### config.mk
export PLATFORM = sky130hd
export DESIGN_NAME = mem_access_ctrl_flat
export DESIGN_NICKNAME = d
export VERILOG_FILES = /design/src/rtl/mem_access_ctrl_if.sv /design/src/rtl/mem_access_ctrl.sv /design/src/flat_wrapper.sv
export SDC_FILE = /design/constraint.sdc
export NUM_CORES = 1
export LEC_CHECK = 0
export CORE_UTILIZATION = 39
export CTS_CLUSTER_DIAMETER = 30
export DETAILED_ROUTE_END_ITERATION = 16
export HOLD_SLACK_MARGIN = 0.15
export PLACE_DENSITY = 0.8
export SYNTH_ARGS = -nofsm -noshare
export SYNTH_HDL_FRONTEND = slang
export SYNTH_SLANG_ARGS = --single-unit
### constraint.sdc
create_clock -name clk -period 2.25 [get_ports clk]
set_input_delay 0.5625 -clock clk [delete_from_list [all_inputs] [get_ports clk]]
set_output_delay 0.5625 -clock clk [all_outputs]
set_load 0.005 [all_outputs]
### src/rtl/mem_access_ctrl_if.sv
// Pipeline-side request/response and data-RAM bus bundle for mem_access_ctrl.
// slave = the controller, master = the pipeline/RAM side.
interface mem_access_ctrl_if;
   logic        req_i;
   logic [7:0]  aluop_i;
   logic [31:0] addr_i;
   logic [31:0] wdata_i;
   logic        stallreq_o;
   logic        done_o;
   logic [31:0] rdata_o;
   logic        misalign_o;
   logic        mem_ce_o;
   logic        mem_we_o;
   logic [31:0] mem_addr_o;
   logic [3:0]  mem_sel_o;
   logic [31:0] mem_data_o;
   logic [31:0] mem_data_i;

   modport slave (
      input  req_i, aluop_i, addr_i, wdata_i, mem_data_i,
      output stallreq_o, done_o, rdata_o, misalign_o,
             mem_ce_o, mem_we_o, mem_addr_o, mem_sel_o, mem_data_o
   );

   modport master (
      output req_i, aluop_i, addr_i, wdata_i, mem_data_i,
      input  stallreq_o, done_o, rdata_o, misalign_o,
             mem_ce_o, mem_we_o, mem_addr_o, mem_sel_o, mem_data_o
   );
endinterface

### src/rtl/mem_access_ctrl.sv
// MEM-stage load/store controller: big-endian lane select, store replication,
// load extension, alignment check, fixed two-cycle handshake to a data RAM.
//
// state  | meaning
// IDLE   | waiting for req_i; decodes opcode and alignment
// ACCESS | single bus cycle with mem_ce_o=1; load lanes captured at its end
// RESP   | done_o pulse with rdata_o/misalign_o; bus idle, req_i ignored
module mem_access_ctrl (
   input  logic                     clk,
   input  logic                     rst,
   mem_access_ctrl_if.slave         bus
);

   localparam logic [7:0] OP_LB  = 8'b11100000;
   localparam logic [7:0] OP_LBU = 8'b11100100;
   localparam logic [7:0] OP_LH  = 8'b11100001;
   localparam logic [7:0] OP_LHU = 8'b11100101;
   localparam logic [7:0] OP_LW  = 8'b11100011;
   localparam logic [7:0] OP_SB  = 8'b11101000;
   localparam logic [7:0] OP_SH  = 8'b11101001;
   localparam logic [7:0] OP_SW  = 8'b11101011;

   typedef enum logic [1:0] {
      S_IDLE   = 2'd0,
      S_ACCESS = 2'd1,
      S_RESP   = 2'd2
   } state_t;

   state_t      state_q;
   logic [7:0]  op_q;
   logic [1:0]  off_q;
   logic        ce_q;
   logic        we_q;
   logic [31:0] addr_q;
   logic [3:0]  sel_q;
   logic [31:0] data_q;
   logic        done_q;
   logic [31:0] rdata_q;
   logic        misalign_q;

   logic        known_d;
   logic        misalign_d;
   logic        store_d;
   logic [3:0]  sel_d;
   logic [31:0] data_d;

   always_comb begin
      known_d    = 1'b1;
      misalign_d = 1'b0;
      store_d    = 1'b0;
      sel_d      = 4'b0000;
      data_d     = 32'h0;
      case (bus.aluop_i)
         OP_LB, OP_LBU: sel_d = 4'b1000 >> bus.addr_i[1:0];
         OP_SB: begin
            sel_d   = 4'b1000 >> bus.addr_i[1:0];
            store_d = 1'b1;
            data_d  = {4{bus.wdata_i[7:0]}};
         end
         OP_LH, OP_LHU: begin
            misalign_d = bus.addr_i[0];
            sel_d      = bus.addr_i[1] ? 4'b0011 : 4'b1100;
         end
         OP_SH: begin
            misalign_d = bus.addr_i[0];
            sel_d      = bus.addr_i[1] ? 4'b0011 : 4'b1100;
            store_d    = 1'b1;
            data_d     = {2{bus.wdata_i[15:0]}};
         end
         OP_LW: begin
            misalign_d = (bus.addr_i[1:0] != 2'b00);
            sel_d      = 4'b1111;
         end
         OP_SW: begin
            misalign_d = (bus.addr_i[1:0] != 2'b00);
            sel_d      = 4'b1111;
            store_d    = 1'b1;
            data_d     = bus.wdata_i;
         end
         default: known_d = 1'b0;
      endcase
   end

   // Lane extraction uses the opcode and offset latched at request time.
   logic [7:0]  byte_v;
   logic [15:0] half_v;
   logic [31:0] load_d;

   always_comb begin
      case (off_q)
         2'd0:    byte_v = bus.mem_data_i[31:24];
         2'd1:    byte_v = bus.mem_data_i[23:16];
         2'd2:    byte_v = bus.mem_data_i[15:8];
         default: byte_v = bus.mem_data_i[7:0];
      endcase
      half_v = off_q[1] ? bus.mem_data_i[15:0] : bus.mem_data_i[31:16];
      case (op_q)
         OP_LB:   load_d = {{24{byte_v[7]}}, byte_v};
         OP_LBU:  load_d = {24'h0, byte_v};
         OP_LH:   load_d = {{16{half_v[15]}}, half_v};
         OP_LHU:  load_d = {16'h0, half_v};
         OP_LW:   load_d = bus.mem_data_i;
         default: load_d = 32'h0;
      endcase
   end

   always_ff @(posedge clk) begin
      if (rst) begin
         state_q    <= S_IDLE;
         op_q       <= 8'h0;
         off_q      <= 2'b00;
         ce_q       <= 1'b0;
         we_q       <= 1'b0;
         addr_q     <= 32'h0;
         sel_q      <= 4'b0000;
         data_q     <= 32'h0;
         done_q     <= 1'b0;
         rdata_q    <= 32'h0;
         misalign_q <= 1'b0;
      end else begin
         case (state_q)
            S_IDLE: begin
               done_q     <= 1'b0;
               rdata_q    <= 32'h0;
               misalign_q <= 1'b0;
               if (bus.req_i) begin
                  if (!known_d || misalign_d) begin
                     state_q    <= S_RESP;
                     done_q     <= 1'b1;
                     misalign_q <= known_d & misalign_d;
                  end else begin
                     state_q <= S_ACCESS;
                     op_q    <= bus.aluop_i;
                     off_q   <= bus.addr_i[1:0];
                     ce_q    <= 1'b1;
                     we_q    <= store_d;
                     addr_q  <= bus.addr_i;
                     sel_q   <= sel_d;
                     data_q  <= data_d;
                  end
               end
            end
            S_ACCESS: begin
               state_q <= S_RESP;
               ce_q    <= 1'b0;
               we_q    <= 1'b0;
               sel_q   <= 4'b0000;
               data_q  <= 32'h0;
               done_q  <= 1'b1;
               rdata_q <= load_d;
            end
            S_RESP: begin
               state_q    <= S_IDLE;
               done_q     <= 1'b0;
               rdata_q    <= 32'h0;
               misalign_q <= 1'b0;
            end
            default: state_q <= S_IDLE;
         endcase
      end
   end

   assign bus.stallreq_o = !rst &&
                           (((state_q == S_IDLE) && bus.req_i) || (state_q == S_ACCESS));
   assign bus.done_o     = done_q;
   assign bus.rdata_o    = rdata_q;
   assign bus.misalign_o = misalign_q;
   assign bus.mem_ce_o   = ce_q;
   assign bus.mem_we_o   = we_q;
   assign bus.mem_addr_o = addr_q;
   assign bus.mem_sel_o  = sel_q;
   assign bus.mem_data_o = data_q;

endmodule

### src/flat_wrapper.sv
// flat-port wrapper written by rule: the top's interface ports become plain ports
module mem_access_ctrl_flat 
  (clk, rst, bus_req_i, bus_aluop_i, bus_addr_i, bus_wdata_i, bus_mem_data_i, bus_stallreq_o, bus_done_o, bus_rdata_o, bus_misalign_o, bus_mem_ce_o, bus_mem_we_o, bus_mem_addr_o, bus_mem_sel_o, bus_mem_data_o);
  mem_access_ctrl_if bus_i ();
  input  logic clk;
  input  logic rst;
  input wire logic [$bits(bus_i.req_i)-1:0] bus_req_i;
  input wire logic [$bits(bus_i.aluop_i)-1:0] bus_aluop_i;
  input wire logic [$bits(bus_i.addr_i)-1:0] bus_addr_i;
  input wire logic [$bits(bus_i.wdata_i)-1:0] bus_wdata_i;
  input wire logic [$bits(bus_i.mem_data_i)-1:0] bus_mem_data_i;
  output wire logic [$bits(bus_i.stallreq_o)-1:0] bus_stallreq_o;
  output wire logic [$bits(bus_i.done_o)-1:0] bus_done_o;
  output wire logic [$bits(bus_i.rdata_o)-1:0] bus_rdata_o;
  output wire logic [$bits(bus_i.misalign_o)-1:0] bus_misalign_o;
  output wire logic [$bits(bus_i.mem_ce_o)-1:0] bus_mem_ce_o;
  output wire logic [$bits(bus_i.mem_we_o)-1:0] bus_mem_we_o;
  output wire logic [$bits(bus_i.mem_addr_o)-1:0] bus_mem_addr_o;
  output wire logic [$bits(bus_i.mem_sel_o)-1:0] bus_mem_sel_o;
  output wire logic [$bits(bus_i.mem_data_o)-1:0] bus_mem_data_o;
  assign bus_i.req_i = bus_req_i;
  assign bus_i.aluop_i = bus_aluop_i;
  assign bus_i.addr_i = bus_addr_i;
  assign bus_i.wdata_i = bus_wdata_i;
  assign bus_i.mem_data_i = bus_mem_data_i;
  assign bus_stallreq_o = bus_i.stallreq_o;
  assign bus_done_o = bus_i.done_o;
  assign bus_rdata_o = bus_i.rdata_o;
  assign bus_misalign_o = bus_i.misalign_o;
  assign bus_mem_ce_o = bus_i.mem_ce_o;
  assign bus_mem_we_o = bus_i.mem_we_o;
  assign bus_mem_addr_o = bus_i.mem_addr_o;
  assign bus_mem_sel_o = bus_i.mem_sel_o;
  assign bus_mem_data_o = bus_i.mem_data_o;
  mem_access_ctrl u_core (.clk(clk), .rst(rst), .bus(bus_i));
endmodule
Yosys cells after proc, flatten, opt, wreduce, memory -nomap -nowiden
Index checks and enable logic that the tools add are counted.

word-level totals
  register bits after elaboration = 116
  bits of input ports = 107
  output and inout port bits = 105
  logic and storage cells = 85

operators by class
  equality and inequality tests = 19
  shifts and indexed selects = 1
  multiplexer cells = 31
  bitwise logic cells = 2
  reduce and logical (&&, ||, !) cells = 21

operators by type and width
  kind                                                                    count
  32-bit one-hot mux with 5 select lines                                  1
  32-bit one-hot mux with 2 select lines                                  2
  8-bit equality test (second input constant)                             13
  32-bit one-hot mux with 3 select lines                                  1
  32-bit two-way mux                                                      2
  8-bit one-hot mux with 3 select lines                                   1
  16-bit two-way mux                                                      1
  4-bit two-way mux                                                       3
  4-bit one-hot mux with 3 select lines                                   1
  1-bit two-way mux                                                       10
  3-bit OR reduction                                                      3
  1-bit one-hot mux with 2 select lines                                   4
  4-bit one-hot mux with 2 select lines                                   1
  2-bit nonzero test                                                      4
  8-bit OR reduction                                                      1
  3-bit AND reduction                                                     2
  2-bit by 1-bit equality test with 1-bit output (second input constant)  2
  2-bit equality test (second input constant)                             2
  2-bit logical NOT                                                       2
  2-bit two-way mux                                                       2
  2-bit != test (second input constant)                                   2
  2-bit one-hot mux with 2 select lines                                   1
  2-bit OR reduction                                                      2
  4-bit by 2-bit right shift with 4-bit output (first input constant)     1
  7 further kinds                                                         10

Longest topological paths before layout
  depth after elaboration = 8
  mapped depth = 9

Least setup slack after synthesis
No wires, ideal clock.

  kind = input port to flip-flop
  start = input bus_aluop_i[1]
  end = register u_core.data_q[7], in the netlist u_core.bus.mem_data_o[7]
  data arrival time = 2051 ps
  required time = 2133 ps
  path slack = 83 ps
  cell stages on the path = 7
  buffers on the path = 3
  cells stage by stage = buf_2 -> o21a_1 -> a2111o_1 -> o21a_1 -> buf_2 -> buf_1 -> a22o_1

between the ends
  cells in the longest elaborated chain, start to end = 7

RTL lines
  element                               line                    RTL
  from (decl)                           flat_wrapper.sv:8       input wire logic [$bits(bus_i.aluop_i)-1:0] bus_aluop_i;
  8-bit equality test                   mem_access_ctrl.sv:53   case (bus.aluop_i)
  8-bit OR reduction (no source line)   -
  1-bit two-way mux                     mem_access_ctrl.sv:53
  1-bit logical NOT                     mem_access_ctrl.sv:127  if (!known_d || misalign_d) begin
  1-bit logical OR                      mem_access_ctrl.sv:127
  2-bit != test (no source line)        -
  3-bit AND reduction (no source line)  -
  to (signal assigned)                  mem_access_ctrl.sv:139  data_q <= data_d;
  to (decl)                             mem_access_ctrl.sv:36   logic [31:0] data_q;

Several ways; a longest one is shown, not always the timed one. The select of a mux whose other input is x is not followed.
A chain may end at the register's enable or synchronous reset.

Worst setup path after layout
  start = input bus_aluop_i[0]
  end = register u_core.data_q[23], in the netlist u_core.bus.mem_data_o[23]

Same word-level chain as after synthesis.

==> run metrics <==
RSZ-0062 raised after global routing no; GRT Total Usage around a quarter; Lkg Pwr just under 3 nW; vias in the first global route between 5k and 6k; Setup violations, final 0; Final nets approximately 860; Post-CTS Hold Buffers 0; CP Class input port to flop; initial antenna violation count 0; run status complete, no violations; CP Launch Type input port; worst vdd ir 0.719 mV; period utilization 96.8%; mean routed wirelength per cell ~18 µm; synthesis-to-layout area growth 64.4%; relative slew slack 23.8%; MaxCap Viol Count 0; commonest non-fill, non-tap cell in the layout clkdlybuf4s50_1; fraction of registers with async set/reset 0%; sequential share of the synthesized area a little under half; Setup crit start bus_aluop_i[0]; worst slew pin tran about 1.1 ns; share of cells above drive strength 1 about 14%; final period demand of the worst path 2.18 ns; CTS tree yes; number of vias per cell about 5.7; clock transition at the registers of the reported paths around 0.05 ns; die width 115 µm; DP Wirelength 12200 µm; Peak Freq around 0.46 GHz; Avg Cell Area, Syn 9.57 µm²; final WL 16900 µm; num ports around 210; Num Clock Sinks 114; Ys Warns 0; Max Root-Sink Buffers 2; first-pass GRT wire length between 20000 and 30000 µm; Most used DFF post-synth dfxtp_1; largest net degree at the start of global routing between 40 and 50; R2R Path Start u_core.state_q[0]$_SDFFE_PP0P_; Pre-Repair DR Iteration Count 5; clk_lat worst skew 0.41 ns; post-route worst setup slack between 0.07 and 0.08 ns; htree depth 4; EDFF count, synth 0; Reg area roughly 2300 µm²; CTS buffer count 17; core area about 13000 µm²; Vias approximately 5.3k; multi-input gate area in the final layout between 2000 and 3000 µm²; Rows 41; mapped cell area approximately 5000 µm²; cell depth of the worst flop-to-flop path 7; crit end category flop; Critical R2R Capture u_core.bus.rdata_o[27]$_SDFFE_PP0P_; ant diodes 0; Arrival @ worst endpoint 2.51 ns; GPL Wtd Cong roughly 0.9; R2R Setup Slk between 0.15 and 0.2 ns; Worst Skew roughly 0.0055 ns; post-synthesis cell type count 48; # Post-CTS Setup Buffers 0; DRT iter0 DRCs roughly 420; number of port buffers roughly 210; most frequent cells in the layout clkdlybuf4s50_1, dfxtp_1, a21oi_1; Die Y-Extent 115 µm; Synth Register Bits roughly 110; Hold Fails Final Rpt 0; post-layout util about 66%; # DRC 0; Initial Util between 30% and 40%; WP data required between 2 and 3 ns; count of pins over their slew limit 0; power per cell area ~700 nW/µm²; crit-path max FO 24; end of the critical path u_core.bus.mem_data_o[23]$_SDFFE_PP0P_; syn_nets about 640; die area approximately 13000 µm²; global route total overflow 0; cells after synthesis approximately 520; Place WS -0.322 ns; Fillers 993; DRT antenna net count 0; hold crit path type flop to flop; Clock Tree Root clkbuf_16
-- per-stage QoR --
stage                     area, µm²  cells  hold WS (ns)  setup TNS, ns  total power [mW]
after floorplan                5010    524         0.429              0              2.26
after global placement         7520    899         0.436          -9.07              2.58
after detailed placement       7520    899         0.446         -15.05              2.59
after CTS                      8230    931         0.462              0              5.80
after global routing           8240    931         0.481              0              5.93
final                          8240    931         0.463              0              5.76
-- power breakdown --
| part | switching (mW) | total (mW) | internal [mW] |
|---|---|---|---|
| Sequential | 0.00540 | 2.03 | 2.03 |
| Clock | 0.949 | 3.20 | 2.25 |
| Combinational | 0.237 | 0.524 | 0.287 |
| Total | 1.19 | 5.76 | 4.57 |
-- registers in the layout, indices dropped and copies added (netlist names) --
signal / cells
u_core.state_q: 2
u_core.bus.mem_addr_o: 32
u_core.bus.rdata_o: 32
u_core.op_q: 8
u_core.bus.mem_sel_o: 4
u_core.bus.mem_ce_o: 1
u_core.bus.done_o: 1
u_core.bus.mem_we_o: 1
u_core.bus.mem_data_o: 32
u_core.bus.misalign_o: 1
-- final cells by class --
cell class                      instances  share of cell area (%)
Sequential cell                       114                    27.7
Tap cell                              172                    2.61
Clock inverter                         12                    3.05
Clock buffer                           20                    5.54
Multi-Input combinational cell        350                    30.5
Timing Repair Buffer                  256                    30.3
Inverter                                7                   0.319
-- routing by layer --
| metal | global-route usage (%) | share of wire, % | vias up |
|---|---|---|---|
| li1 | - | - | 2468 |
| met1 | 31.3 | 42 | 2536 |
| met2 | 42.5 | 48 | 244 |
| met3 | 7.64 | 7.2 | 29 |
| met4 | 11.9 | 2.3 | 0 |
| met5 | 0 | 0 | - |
-- worst min path at each step --
stage	cells past startpoint	slack, ns	to	startpoint
global placement	1	0.44	u_core.bus.mem_we_o$_SDFFE_PP0P_	u_core.bus.mem_we_o$_SDFFE_PP0P_
global route	1	0.48	u_core.bus.mem_data_o[16]$_SDFFE_PP0P_	u_core.bus.mem_data_o[16]$_SDFFE_PP0P_
CTS	2	0.46	u_core.op_q[5]$_SDFFE_PP0P_	u_core.op_q[5]$_SDFFE_PP0P_
detailed placement	1	0.45	u_core.bus.mem_we_o$_SDFFE_PP0P_	u_core.bus.mem_we_o$_SDFFE_PP0P_
floorplan	2	0.43	u_core.op_q[5]$_SDFFE_PP0P_	u_core.op_q[5]$_SDFFE_PP0P_
finish	2	0.46	u_core.op_q[5]$_SDFFE_PP0P_	u_core.op_q[5]$_SDFFE_PP0P_
-- repair_timing --
item,CTS,global route
endpoints found under the setup margin,17,20
resized for setup,3,4
gates cloned,0,0
-- cell families (layout without fill, tap and decap cells) --
group                      count (synthesis)  in the layout  share of synthesized area [%]
muxes                                     28             28                           7.11
AOI/OAI and AO/OA                        220            220                           30.9
DFF                                      114            114                           45.5
and+or+nand+nor                           98             98                           10.4
adders and majority gates                  4              4                          0.998
buffers and inverters                     60            295                           4.99
-- cells in the mapped netlist, types with 3 or more instances --
library cell  number  area [µm²]
a22o_1            19         166
and2_1             4        25.0
nand2b_1           7        43.8
o2bb2ai_1         28         245
mux2i_1           12         120
nand2_1           12        45.0
o22ai_1            9        56.3
a21oi_1           49         245
a22oi_1           24         180
inv_1              6        22.5
nor2b_1            5        31.3
a2bb2oi_1         11        96.3
ha_1               4        50.1
buf_2              8        40.0
a221o_1           16         160
nand3_1           39         195
buf_1              4        15.0
mux2_2            11         124
o21ai_0           41         205
dfxtp_1          114        2280
nor2_1            12        45.0
nor3_1             6        30.0
clkbuf_1          39         146
a32oi_1            5        43.8
mux4_2             5         113
o21a_1             3        22.5
-- critical path, stage by stage --
cell             delay [ns]
clkdlybuf4s50_1        0.47
and2_1                 0.22
a2111o_1               0.46
or3_1                  0.44
buf_12                 0.18
o2bb2ai_1              0.17
Note: power is estimated with default switching activity, not from simulation.
